$ cat src/rtl/pd_pkg.sv
// Shared types and sizing constants for the serial pattern detector.
// The len/window widths are fixed by the configuration bus.
package pd_pkg;

  localparam int MAX_LEN = 8;
  localparam int CNT_W   = 8;
  localparam int LEN_W   = 4;
  localparam int WIN_W   = 8;

  typedef enum logic [1:0] {
    ST_IDLE = 2'd0,
    ST_ARM  = 2'd1,
    ST_RUN  = 2'd2,
    ST_DONE = 2'd3
  } state_t;

endpackage

$ cat src/rtl/pattern_detect_ctrl_if.sv
// Configuration, control, serial data and status bundle of the pattern detector.
// The master side drives configuration and stimulus; the slave side is the detector.
interface pattern_detect_ctrl_if #(
  parameter int MAX_LEN = pd_pkg::MAX_LEN,
  parameter int CNT_W   = pd_pkg::CNT_W
);
  import pd_pkg::*;

  logic               cfg_we;
  logic [MAX_LEN-1:0] cfg_pattern;
  logic [LEN_W-1:0]   cfg_len;
  logic               cfg_overlap;
  logic [WIN_W-1:0]   cfg_window;
  logic               start;
  logic               abort;
  logic               data_in;
  logic               busy;
  logic               out;
  logic [CNT_W-1:0]   match_cnt;
  logic               done;
  logic               err_cfg;

  modport master (
    output cfg_we, cfg_pattern, cfg_len, cfg_overlap, cfg_window, start, abort, data_in,
    input  busy, out, match_cnt, done, err_cfg
  );

  modport slave (
    input  cfg_we, cfg_pattern, cfg_len, cfg_overlap, cfg_window, start, abort, data_in,
    output busy, out, match_cnt, done, err_cfg
  );

endinterface

$ cat src/rtl/pd_matcher.sv
// Shift register, fill tracking and combinational hit compare for one serial bit per cycle.
// The hit is evaluated on the incoming bit so the controller can register it as a Mealy pulse.
module pd_matcher #(
  parameter int MAX_LEN = pd_pkg::MAX_LEN
) (
  input  logic                     clk,
  input  logic                     rst,
  input  logic                     i_clear,
  input  logic                     i_en,
  input  logic                     i_bit,
  input  logic [MAX_LEN-1:0]       i_pattern,
  input  logic [pd_pkg::LEN_W-1:0] i_len,
  input  logic                     i_overlap,
  output logic                     o_hit
);
  import pd_pkg::*;

  localparam int FILL_W = $clog2(MAX_LEN + 1);

  logic [MAX_LEN-2:0] r_shift;
  logic [FILL_W-1:0]  r_fill;
  logic [MAX_LEN-1:0] w_window;
  logic [MAX_LEN-1:0] w_mask;
  logic [FILL_W:0]    w_fill_p1;
  logic [FILL_W-1:0]  w_fill_sat;
  logic               w_hit;

  // Candidate window including the incoming bit, length mask and saturating fill.
  always_comb begin
    w_window  = {r_shift, i_bit};
    w_mask    = {MAX_LEN{1'b0}};
    for (int i = 0; i < MAX_LEN; i++) begin
      w_mask[i] = (i < int'(i_len));
    end
    w_fill_p1 = {1'b0, r_fill} + {{FILL_W{1'b0}}, 1'b1};
    if (r_fill >= FILL_W'(MAX_LEN)) begin
      w_fill_sat = r_fill;
    end else begin
      w_fill_sat = r_fill + {{(FILL_W-1){1'b0}}, 1'b1};
    end
    w_hit = (int'(w_fill_p1) >= int'(i_len)) &&
            ((w_window & w_mask) == (i_pattern & w_mask));
  end

  // History update; a non-overlapping hit restarts the fill so matches cannot share bits.
  always_ff @(posedge clk) begin
    if (rst || i_clear) begin
      r_shift <= {(MAX_LEN-1){1'b0}};
      r_fill  <= {FILL_W{1'b0}};
    end else if (i_en) begin
      r_shift <= w_window[MAX_LEN-2:0];
      r_fill  <= (w_hit && !i_overlap) ? {FILL_W{1'b0}} : w_fill_sat;
    end else begin
      r_shift <= r_shift;
      r_fill  <= r_fill;
    end
  end

  assign o_hit = w_hit;

endmodule

$ cat src/rtl/pattern_detect_ctrl.sv
// Run controller for the serial pattern detector: configuration registers, IDLE/ARM/RUN/DONE
// sequencing, bit and match counters, and registered status outputs.
module pattern_detect_ctrl #(
  parameter int MAX_LEN = pd_pkg::MAX_LEN,
  parameter int CNT_W   = pd_pkg::CNT_W
) (
  input  logic                clk,
  input  logic                rst,
  pattern_detect_ctrl_if.slave bus
);
  import pd_pkg::*;

  state_t             r_state;
  logic [MAX_LEN-1:0] r_pattern;
  logic [LEN_W-1:0]   r_len;
  logic               r_overlap;
  logic [WIN_W-1:0]   r_window;
  logic [WIN_W-1:0]   r_bit_cnt;
  logic [CNT_W-1:0]   r_cnt;
  logic               r_err;
  logic               r_busy;
  logic               r_out;
  logic               r_done;

  logic               w_cfg_ok;
  logic               w_hit;
  logic               w_clear;
  logic               w_en;
  logic [WIN_W-1:0]   w_bit_next;

  assign w_cfg_ok   = (bus.cfg_len != {LEN_W{1'b0}}) &&
                      (int'(bus.cfg_len) <= MAX_LEN) &&
                      (bus.cfg_window != {WIN_W{1'b0}});
  assign w_clear    = (r_state == ST_ARM);
  assign w_en       = (r_state == ST_RUN) && !bus.abort;
  assign w_bit_next = r_bit_cnt + {{(WIN_W-1){1'b0}}, 1'b1};

  pd_matcher #(.MAX_LEN(MAX_LEN)) u_matcher (
    .clk       (clk),
    .rst       (rst),
    .i_clear   (w_clear),
    .i_en      (w_en),
    .i_bit     (bus.data_in),
    .i_pattern (r_pattern),
    .i_len     (r_len),
    .i_overlap (r_overlap),
    .o_hit     (w_hit)
  );

  // Run sequencing with registered outputs; rst overrides every other control.
  always_ff @(posedge clk) begin
    if (rst) begin
      r_state   <= ST_IDLE;
      r_pattern <= {MAX_LEN{1'b0}};
      r_len     <= LEN_W'(1);
      r_overlap <= 1'b0;
      r_window  <= WIN_W'(1);
      r_bit_cnt <= {WIN_W{1'b0}};
      r_cnt     <= {CNT_W{1'b0}};
      r_err     <= 1'b0;
      r_busy    <= 1'b0;
      r_out     <= 1'b0;
      r_done    <= 1'b0;
    end else begin
      case (r_state)
        ST_IDLE: begin
          r_out  <= 1'b0;
          r_done <= 1'b0;
          if (bus.cfg_we) begin
            if (w_cfg_ok) begin
              r_pattern <= bus.cfg_pattern;
              r_len     <= bus.cfg_len;
              r_overlap <= bus.cfg_overlap;
              r_window  <= bus.cfg_window;
              r_err     <= 1'b0;
            end else begin
              r_err     <= 1'b1;
            end
          end else if (bus.start && !r_err) begin
            r_state <= ST_ARM;
            r_busy  <= 1'b1;
          end else begin
            r_state <= ST_IDLE;
          end
        end
        ST_ARM: begin
          if (bus.abort) begin
            r_state <= ST_IDLE;
            r_busy  <= 1'b0;
          end else begin
            r_bit_cnt <= {WIN_W{1'b0}};
            r_cnt     <= {CNT_W{1'b0}};
            r_state   <= ST_RUN;
          end
        end
        ST_RUN: begin
          if (bus.abort) begin
            r_state <= ST_IDLE;
            r_busy  <= 1'b0;
            r_out   <= 1'b0;
          end else begin
            r_bit_cnt <= w_bit_next;
            r_out     <= w_hit;
            if (w_hit && (r_cnt != {CNT_W{1'b1}})) begin
              r_cnt <= r_cnt + {{(CNT_W-1){1'b0}}, 1'b1};
            end
            // The last window bit is still scored above before leaving RUN.
            if (w_bit_next == r_window) begin
              r_state <= ST_DONE;
              r_busy  <= 1'b0;
              r_done  <= 1'b1;
            end
          end
        end
        ST_DONE: begin
          r_state <= ST_IDLE;
          r_done  <= 1'b0;
          r_out   <= 1'b0;
        end
        default: begin
          r_state <= ST_IDLE;
          r_busy  <= 1'b0;
          r_out   <= 1'b0;
          r_done  <= 1'b0;
        end
      endcase
    end
  end

  assign bus.busy      = r_busy;
  assign bus.out       = r_out;
  assign bus.match_cnt = r_cnt;
  assign bus.done      = r_done;
  assign bus.err_cfg   = r_err;

endmodule
$ cat src/flat_wrapper.sv
// flat-port wrapper written by rule: the top's interface ports become plain ports
module pattern_detect_ctrl_flat import pd_pkg::*;
#(
  parameter int MAX_LEN = pd_pkg::MAX_LEN,
  parameter int CNT_W   = pd_pkg::CNT_W
)
  (clk, rst, bus_cfg_we, bus_cfg_pattern, bus_cfg_len, bus_cfg_overlap, bus_cfg_window, bus_start, bus_abort, bus_data_in, bus_busy, bus_out, bus_match_cnt, bus_done, bus_err_cfg);
  pattern_detect_ctrl_if #(.MAX_LEN(MAX_LEN), .CNT_W(CNT_W)) bus_i ();
  input  logic clk;
  input  logic rst;
  input wire logic [$bits(bus_i.cfg_we)-1:0] bus_cfg_we;
  input wire logic [$bits(bus_i.cfg_pattern)-1:0] bus_cfg_pattern;
  input wire logic [$bits(bus_i.cfg_len)-1:0] bus_cfg_len;
  input wire logic [$bits(bus_i.cfg_overlap)-1:0] bus_cfg_overlap;
  input wire logic [$bits(bus_i.cfg_window)-1:0] bus_cfg_window;
  input wire logic [$bits(bus_i.start)-1:0] bus_start;
  input wire logic [$bits(bus_i.abort)-1:0] bus_abort;
  input wire logic [$bits(bus_i.data_in)-1:0] bus_data_in;
  output wire logic [$bits(bus_i.busy)-1:0] bus_busy;
  output wire logic [$bits(bus_i.out)-1:0] bus_out;
  output wire logic [$bits(bus_i.match_cnt)-1:0] bus_match_cnt;
  output wire logic [$bits(bus_i.done)-1:0] bus_done;
  output wire logic [$bits(bus_i.err_cfg)-1:0] bus_err_cfg;
  assign bus_i.cfg_we = bus_cfg_we;
  assign bus_i.cfg_pattern = bus_cfg_pattern;
  assign bus_i.cfg_len = bus_cfg_len;
  assign bus_i.cfg_overlap = bus_cfg_overlap;
  assign bus_i.cfg_window = bus_cfg_window;
  assign bus_i.start = bus_start;
  assign bus_i.abort = bus_abort;
  assign bus_i.data_in = bus_data_in;
  assign bus_busy = bus_i.busy;
  assign bus_out = bus_i.out;
  assign bus_match_cnt = bus_i.match_cnt;
  assign bus_done = bus_i.done;
  assign bus_err_cfg = bus_i.err_cfg;
  pattern_detect_ctrl #(.MAX_LEN(MAX_LEN), .CNT_W(CNT_W)) u_core (.clk(clk), .rst(rst), .bus(bus_i));
endmodule
$ cat config.mk
export PLATFORM = sky130hd
export DESIGN_NAME = pattern_detect_ctrl_flat
export DESIGN_NICKNAME = d
export VERILOG_FILES = /design/src/rtl/pd_pkg.sv /design/src/rtl/pattern_detect_ctrl_if.sv /design/src/rtl/pd_matcher.sv /design/src/rtl/pattern_detect_ctrl.sv /design/src/flat_wrapper.sv
export SDC_FILE = /design/constraint.sdc
export NUM_CORES = 1
export LEC_CHECK = 0
export ABC_AREA = 0
export CAP_MARGIN = 0
export CORE_MARGIN = 2
export CORE_UTILIZATION = 49
export CTS_CLUSTER_SIZE = 20
export DETAILED_ROUTE_END_ITERATION = 8
export PLACE_DENSITY = 0.72
export SKIP_LAST_GASP = 1
export SLEW_MARGIN = 10
export SYNTH_ARGS = -nofsm -noshare
export SYNTH_HDL_FRONTEND = slang
export SYNTH_SLANG_ARGS = --single-unit
$ cat constraint.sdc
create_clock -name clk -period 4.2 [get_ports clk]
set_input_delay 0.42 -clock clk [delete_from_list [all_inputs] [get_ports clk]]
set_output_delay 0.42 -clock clk [all_outputs]
set_load 0.01 [all_outputs]
* Yosys cells after proc, flatten, opt, wreduce, memory -nomap -nowiden
Index checks and enable logic that the tools add are counted.
** Word-level totals
- Memories :: 0
- Output and inout bits :: 12
- Bits in read-only memories :: 0
- RAM bits :: 0
- Bits of input ports :: 27
- Bits in registers :: 54
- Bits in latches :: 0
** Cells by class
- Multiplexer cells :: 26
- Magnitude comparators :: 11
- Equal/unequal tests :: 15
- Div/mod/pow operators :: 0
- Add/subtract/negate cells :: 4
- Multiply operators :: 0
- Reduce and logical (&&, ||, !) cells :: 26
- Shift operators :: 0
- Bitwise gates (word level) :: 2
** Operators by type and width (count)
- 8-bit two-way mux :: 4
- 8-bit case mux with 2 select lines :: 2
- 8-bit by 1-bit adder with 8-bit output (second input constant) :: 2
- 8-bit AND :: 2
- 8-bit equality test :: 2
- 3-bit by 4-bit < comparator with 1-bit output (first input constant) :: 4
- 2-bit inequality test (second input constant) :: 6
- 1-bit two-way mux :: 10
- 3-bit AND reduction :: 3
- 1-bit by 4-bit < comparator with 1-bit output (first input constant) :: 2
- 2-bit by 4-bit < comparator with 1-bit output (first input constant) :: 2
- 2-bit two-way mux :: 4
- 4-bit two-way mux :: 2
- 8-bit inequality test (second input constant) :: 1
- 2-bit case mux with 4 select lines :: 1
- 8-bit nonzero test :: 1
- 1-bit logical AND :: 7
- 2-bit AND reduction :: 3
- 4-bit by 1-bit adder with 5-bit output (second input constant) :: 1
- 5-bit by 4-bit >= comparator with 1-bit output :: 1
- 5-bit AND reduction :: 1
- 4-bit by 1-bit adder with 4-bit output (second input constant) :: 1
- 2-bit equality test (second input constant) :: 2
- 4-bit >= comparator (second input constant) :: 1
- other kinds (14) :: 19

* Logic depth before layout (Yosys ltp)
- Depth in word-level cells :: 8
- Gate-level depth with buffers :: 10
- Depth with buffers taken out :: 9

* Modules after synthesis
A second synthesis with hierarchy kept.
** Second synthesis, totals
- Cells, all modules :: 317
- Area total of the unflattened synthesis :: 2850.2 sq um
** Modules (own cells, without submodules)
- pattern_detect_ctrl :: times used 1, cells each 235, area an instance 2122.0 sq um
- pd_matcher :: times used 1, cells each 82, area an instance 728.2 sq um

* Worst setup path before layout
No wires, ideal clock.
- Path kind :: flip-flop to flip-flop
- Start point :: register u_core.r_bit_cnt[0]
- End point :: register u_core.r_state[1]
- Data arrival time :: 2294 ps
- Setup slack :: 1789 ps
- Path buffers :: 0
- Data required time :: 4083 ps
- Stages on the path, launching flop included :: 9
- Cells stage by stage :: dfxtp_1 -> ha_1 -> xnor2_1 -> a211o_1 -> a211oi_1 -> or4b_1 -> o21ai_1 -> nand2_1 -> a32o_1
** Between the ends
- Word-level cells in the longest chain between the ends :: 4
** RTL lines
- from (decl) :: line pattern_detect_ctrl.sv:18 : logic [WIN_W-1:0] r_bit_cnt;
- from (signal assigned) :: line pattern_detect_ctrl.sv:58 : r_bit_cnt <= {WIN_W{1'b0}};
- from (signal assigned) :: line pattern_detect_ctrl.sv:91 : r_bit_cnt <= {WIN_W{1'b0}};
- from (signal assigned) :: line pattern_detect_ctrl.sv:102 : r_bit_cnt <= w_bit_next;
- 8-bit by 1-bit adder with 8-bit output :: line pattern_detect_ctrl.sv:36 : assign w_bit_next = r_bit_cnt + {{(WIN_W-1){1'b0}}, 1'b1};
- 8-bit equality test :: line pattern_detect_ctrl.sv:108 : if (w_bit_next == r_window) begin
- 3-bit inequality test (no source line)
- 2-bit AND reduction (no source line)
- to (signal assigned) :: line pattern_detect_ctrl.sv:109 : r_state <= ST_DONE;
- to (signal assigned) :: line pattern_detect_ctrl.sv:116 : r_state <= ST_IDLE;
- to (signal assigned) :: line pattern_detect_ctrl.sv:121 : r_state <= ST_IDLE;
- to (decl) :: line pattern_detect_ctrl.sv:13 : state_t r_state;
Every way passes these cells.
A chain may end at the register's enable or synchronous reset.

* Worst setup path after layout
Same ends and word-level chain as after synthesis.

==> results.tsv <==
stage	metric	value	unit
synth	synthArstFlopShare	0	%
hold_path	min_path_type	flip-flop to flip-flop	
hold_path	min_from	u_core.u_matcher.r_shift[6]	
critical_path	path_cells	ha_1 -> and3_1 -> nand3_1 -> a211oi_1 -> or4b_1 -> o21ai_1 -> nand2_1 -> a32o_1	
critical_path	startpoint_type	flip-flop	
clock_tree	ctsResizeCount	0	
synth	seq_area_frac_synth	37.5	%
finish	drive_above_1_share	4.56	%
critical_path	cp.required	4.41	ns
critical_path	r2r_cells	8	
synth	synth.distinct_cells	51	
synth	netlist_instances	344	
status	status	complete, no violations	
placed_design	place_inst	437	
finish	final_common_cell	dfxtp_1	
flow_run	drv_cap	0	
synth	avgSynthCellArea	8.37	um2
synth	synth_fp_nets	384	
power	finalPower	0.000988	W
clock_tree	clk_pin_slew	0.10	ns
power	power_leakage	1.27	nW
routing	ant_nets	0	
grt	grt_pass1_wl	10600	um
grt	grt_use_met3	4.61	%
finish	fillerInstances	520	
sta	finalClockSkew	0.00794	ns
critical_path	path_buf_inv	0	
finish	antenna-diode-count	0	
critical_path	max_stage_delay	0.52	ns
hold_path	min_to	u_core.u_matcher.r_shift[6]	
critical_path	r2r_setup_slack	1.39	ns
synth	synth_edf_count	0	
routing	avgViaCountPerCell	5.63	
clock_tree	postCtsSetupBuffers	0	
critical_path	regToRegEndpoint	u_core.r_state[1]	
finish	multiInputGateArea	0.00166	mm2
routing	drt_wl_total	6250	um
sta	setup_viol_count_final	0	
routing	vias	2505	
finish	nets	412	
grt	grt_max_degree	22	
routing	routedWlPerCell	14.1	um
synth	netlist_area	0.00288	mm2
clock_tree	cts_buffer_depth	2	
critical_path	end_kind	flip-flop	
sta	drv_slew	0	
critical_path	rr_startpoint	u_core.r_bit_cnt[0]	
die	dieArea	0.00650	mm2
grt	grtUsageTotal	20.5	%
grt	first_global_vias	2245	
die	rows	27	
critical_path	path_max_fanout	7	
die	die_w	80.7	um
clock_tree	cts_made_buffers	5	
finish	final_util	60.5	%
finish	finalNonFillerCells	445	
grt	grt_overflow	0	
grt	use_met2	31.8	%
die	fp.dieH	80.7	um
grt	use_met1	29.6	%
hold_path	hold_path_depth	2	
die	coreArea	0.00557	mm2
grt	top_usage_layer	met2	
die	start_util	51.6	%
sta	min_period	2.81	ns
critical_path	critPathSlowestCell	or4b_1	
clock_tree	tritoncts	yes	
synth	ys_ff_latch	54	
clock_tree	hold_buffers	0	
sta	tns	0	ns
routing	drt_iter0_markers	125	
grt	antenna_found_initial	0	
power	pwr_density_cell	293	mW/mm2
critical_path	cp.arrival	3.02	ns
sta	fmax	0.356	GHz
finish	synthToLayoutAreaGrowth	17.1	%
sta	min_period_over_period	66.8	%
routing	drtPass1Iterations	4	
die	io_pins	39	
sta	hold_viol	0	
placed_design	place_congestion	0.805	
clock_tree	clk_latency	0.31	ns
routing	drc_errors	0	
clock_tree	cts.htree.levels	2	
sta	rsz0062_at_grt	no	
critical_path	crit_type	flip-flop to flip-flop	
synth	synthFlopType	dfxtp_1	
placed_design	port_buffers	38	
sta	max_slew_margin	51.9	%
critical_path	cp_top_family	simple AND/OR/NAND/NOR gates	
power	max-vdd-ir-drop	0.148	mV
clock_tree	cts_root_buf	clkbuf_8	
clock_tree	clkSinkCount	54	
finish	layout_common_cells	dfxtp_1, nor2_1, clkdlybuf4s50_1	
synth	ys_warn_count	0	
placed_design	dpl.hpwl	4550	um
sta	worst_slew_pin_slew	0.719	ns
finish	seq_area	0.00108	mm2
==> cell usage after synthesis (all sizes together) (6+ instances only) <==
library cell,n,share of area (%)
a21oi,26,4.5
buf,6,1.3
clkbuf,13,1.7
or3,8,1.7
inv,14,1.8
dfxtp,54,38
xor2,13,4.0
nor2,44,5.7
xnor2,7,2.1
nor3,6,1.0
a22oi,7,1.8
mux2i,20,7.0
ha,13,5.6
nand3,8,1.4
nand2,32,4.2
o21ai,16,2.8
==> power by group <==
group / switching, W / internal [W] / leakage, nW
registers: 0.0000149 / 0.000528 / 0.438
clock network: 0.000164 / 0.000133 / 0.0482
logic: 0.0000755 / 0.0000730 / 0.782
==> layout make-up <==
| cell class | instances | share of cell area [%] |
|---|---|---|
| inverters | 14 | 1.56 |
| clock inverters | 1 | 0.148 |
| clock buffers | 7 | 2.56 |
| multi-input cells | 257 | 49.3 |
| flip-flops and latches | 54 | 32.1 |
| repair buffers | 40 | 11.7 |
| well taps | 72 | 2.67 |
==> worst register-to-register path: stages (launching register included) <==
cell and delay [ns]:
dfxtp_1 0.48, ha_1 0.34, and3_1 0.24, nand3_1 0.16
a211oi_1 0.22, or4b_1 0.52, o21ai_1 0.35, nand2_1 0.13
a32o_1 0.27
==> state kept, by name (all words and copies together) (netlist names), 2 cells and up <==
register	cells
u_core.bus.match_cnt	8
u_core.r_bit_cnt	8
u_core.r_len	4
u_core.r_pattern	8
u_core.r_state	2
u_core.r_window	8
u_core.u_matcher.r_fill	4
u_core.u_matcher.r_shift	7
==> layer usage <==
| layer | up-vias | routed length, um | part of all wire (%) |
|---|---|---|---|
| met2 | 67 | 2730 | 44 |
| met4 | 0 | 42 | 0.67 |
| li1 | 1272 | - | - |
| met3 | 6 | 351 | 5.6 |
| met1 | 1160 | 3130 | 50 |
| met5 | - | 0 | 0 |
==> metrics by stage <==
step	instance area (um2)	hold WS, ns	setup WS, ns
floorplan	2880	0.448	1.79
CTS	3370	0.490	1.40
detailed placement	3280	0.471	1.42
finish	3370	0.486	1.39
global route	3370	0.505	1.06
global placement	3280	0.460	1.45
==> worst max-delay path by stage <==
stage	start	endpoint	slack, ns	cells after the start
2_1_floorplan	u_core.r_bit_cnt[0]	u_core.r_state[1]	1.79	8
3_3_place_gp	u_core.r_bit_cnt[0]	u_core.r_state[1]	1.45	8
3_5_place_dp	u_core.r_bit_cnt[0]	u_core.r_state[1]	1.42	8
4_1_cts	u_core.r_bit_cnt[0]	u_core.r_state[1]	1.40	8
5_1_grt	u_core.r_bit_cnt[0]	u_core.bus.busy	1.06	8
6_report	u_core.r_bit_cnt[0]	u_core.r_state[1]	1.39	8
==> cell families after synthesis <==
logic type | after synthesis | synth area share [%]
AO/OA/AOI/OAI | 78 | 17.6
adder cells (fa/ha/maj) | 14 | 6.00
flip-flops | 54 | 37.5
AND/OR/NAND/NOR | 125 | 21.0
buffers and inverters | 33 | 4.87
XOR/XNOR | 20 | 6.08
multiplexers | 20 | 6.95
Power figures use the tool's default switching activity.
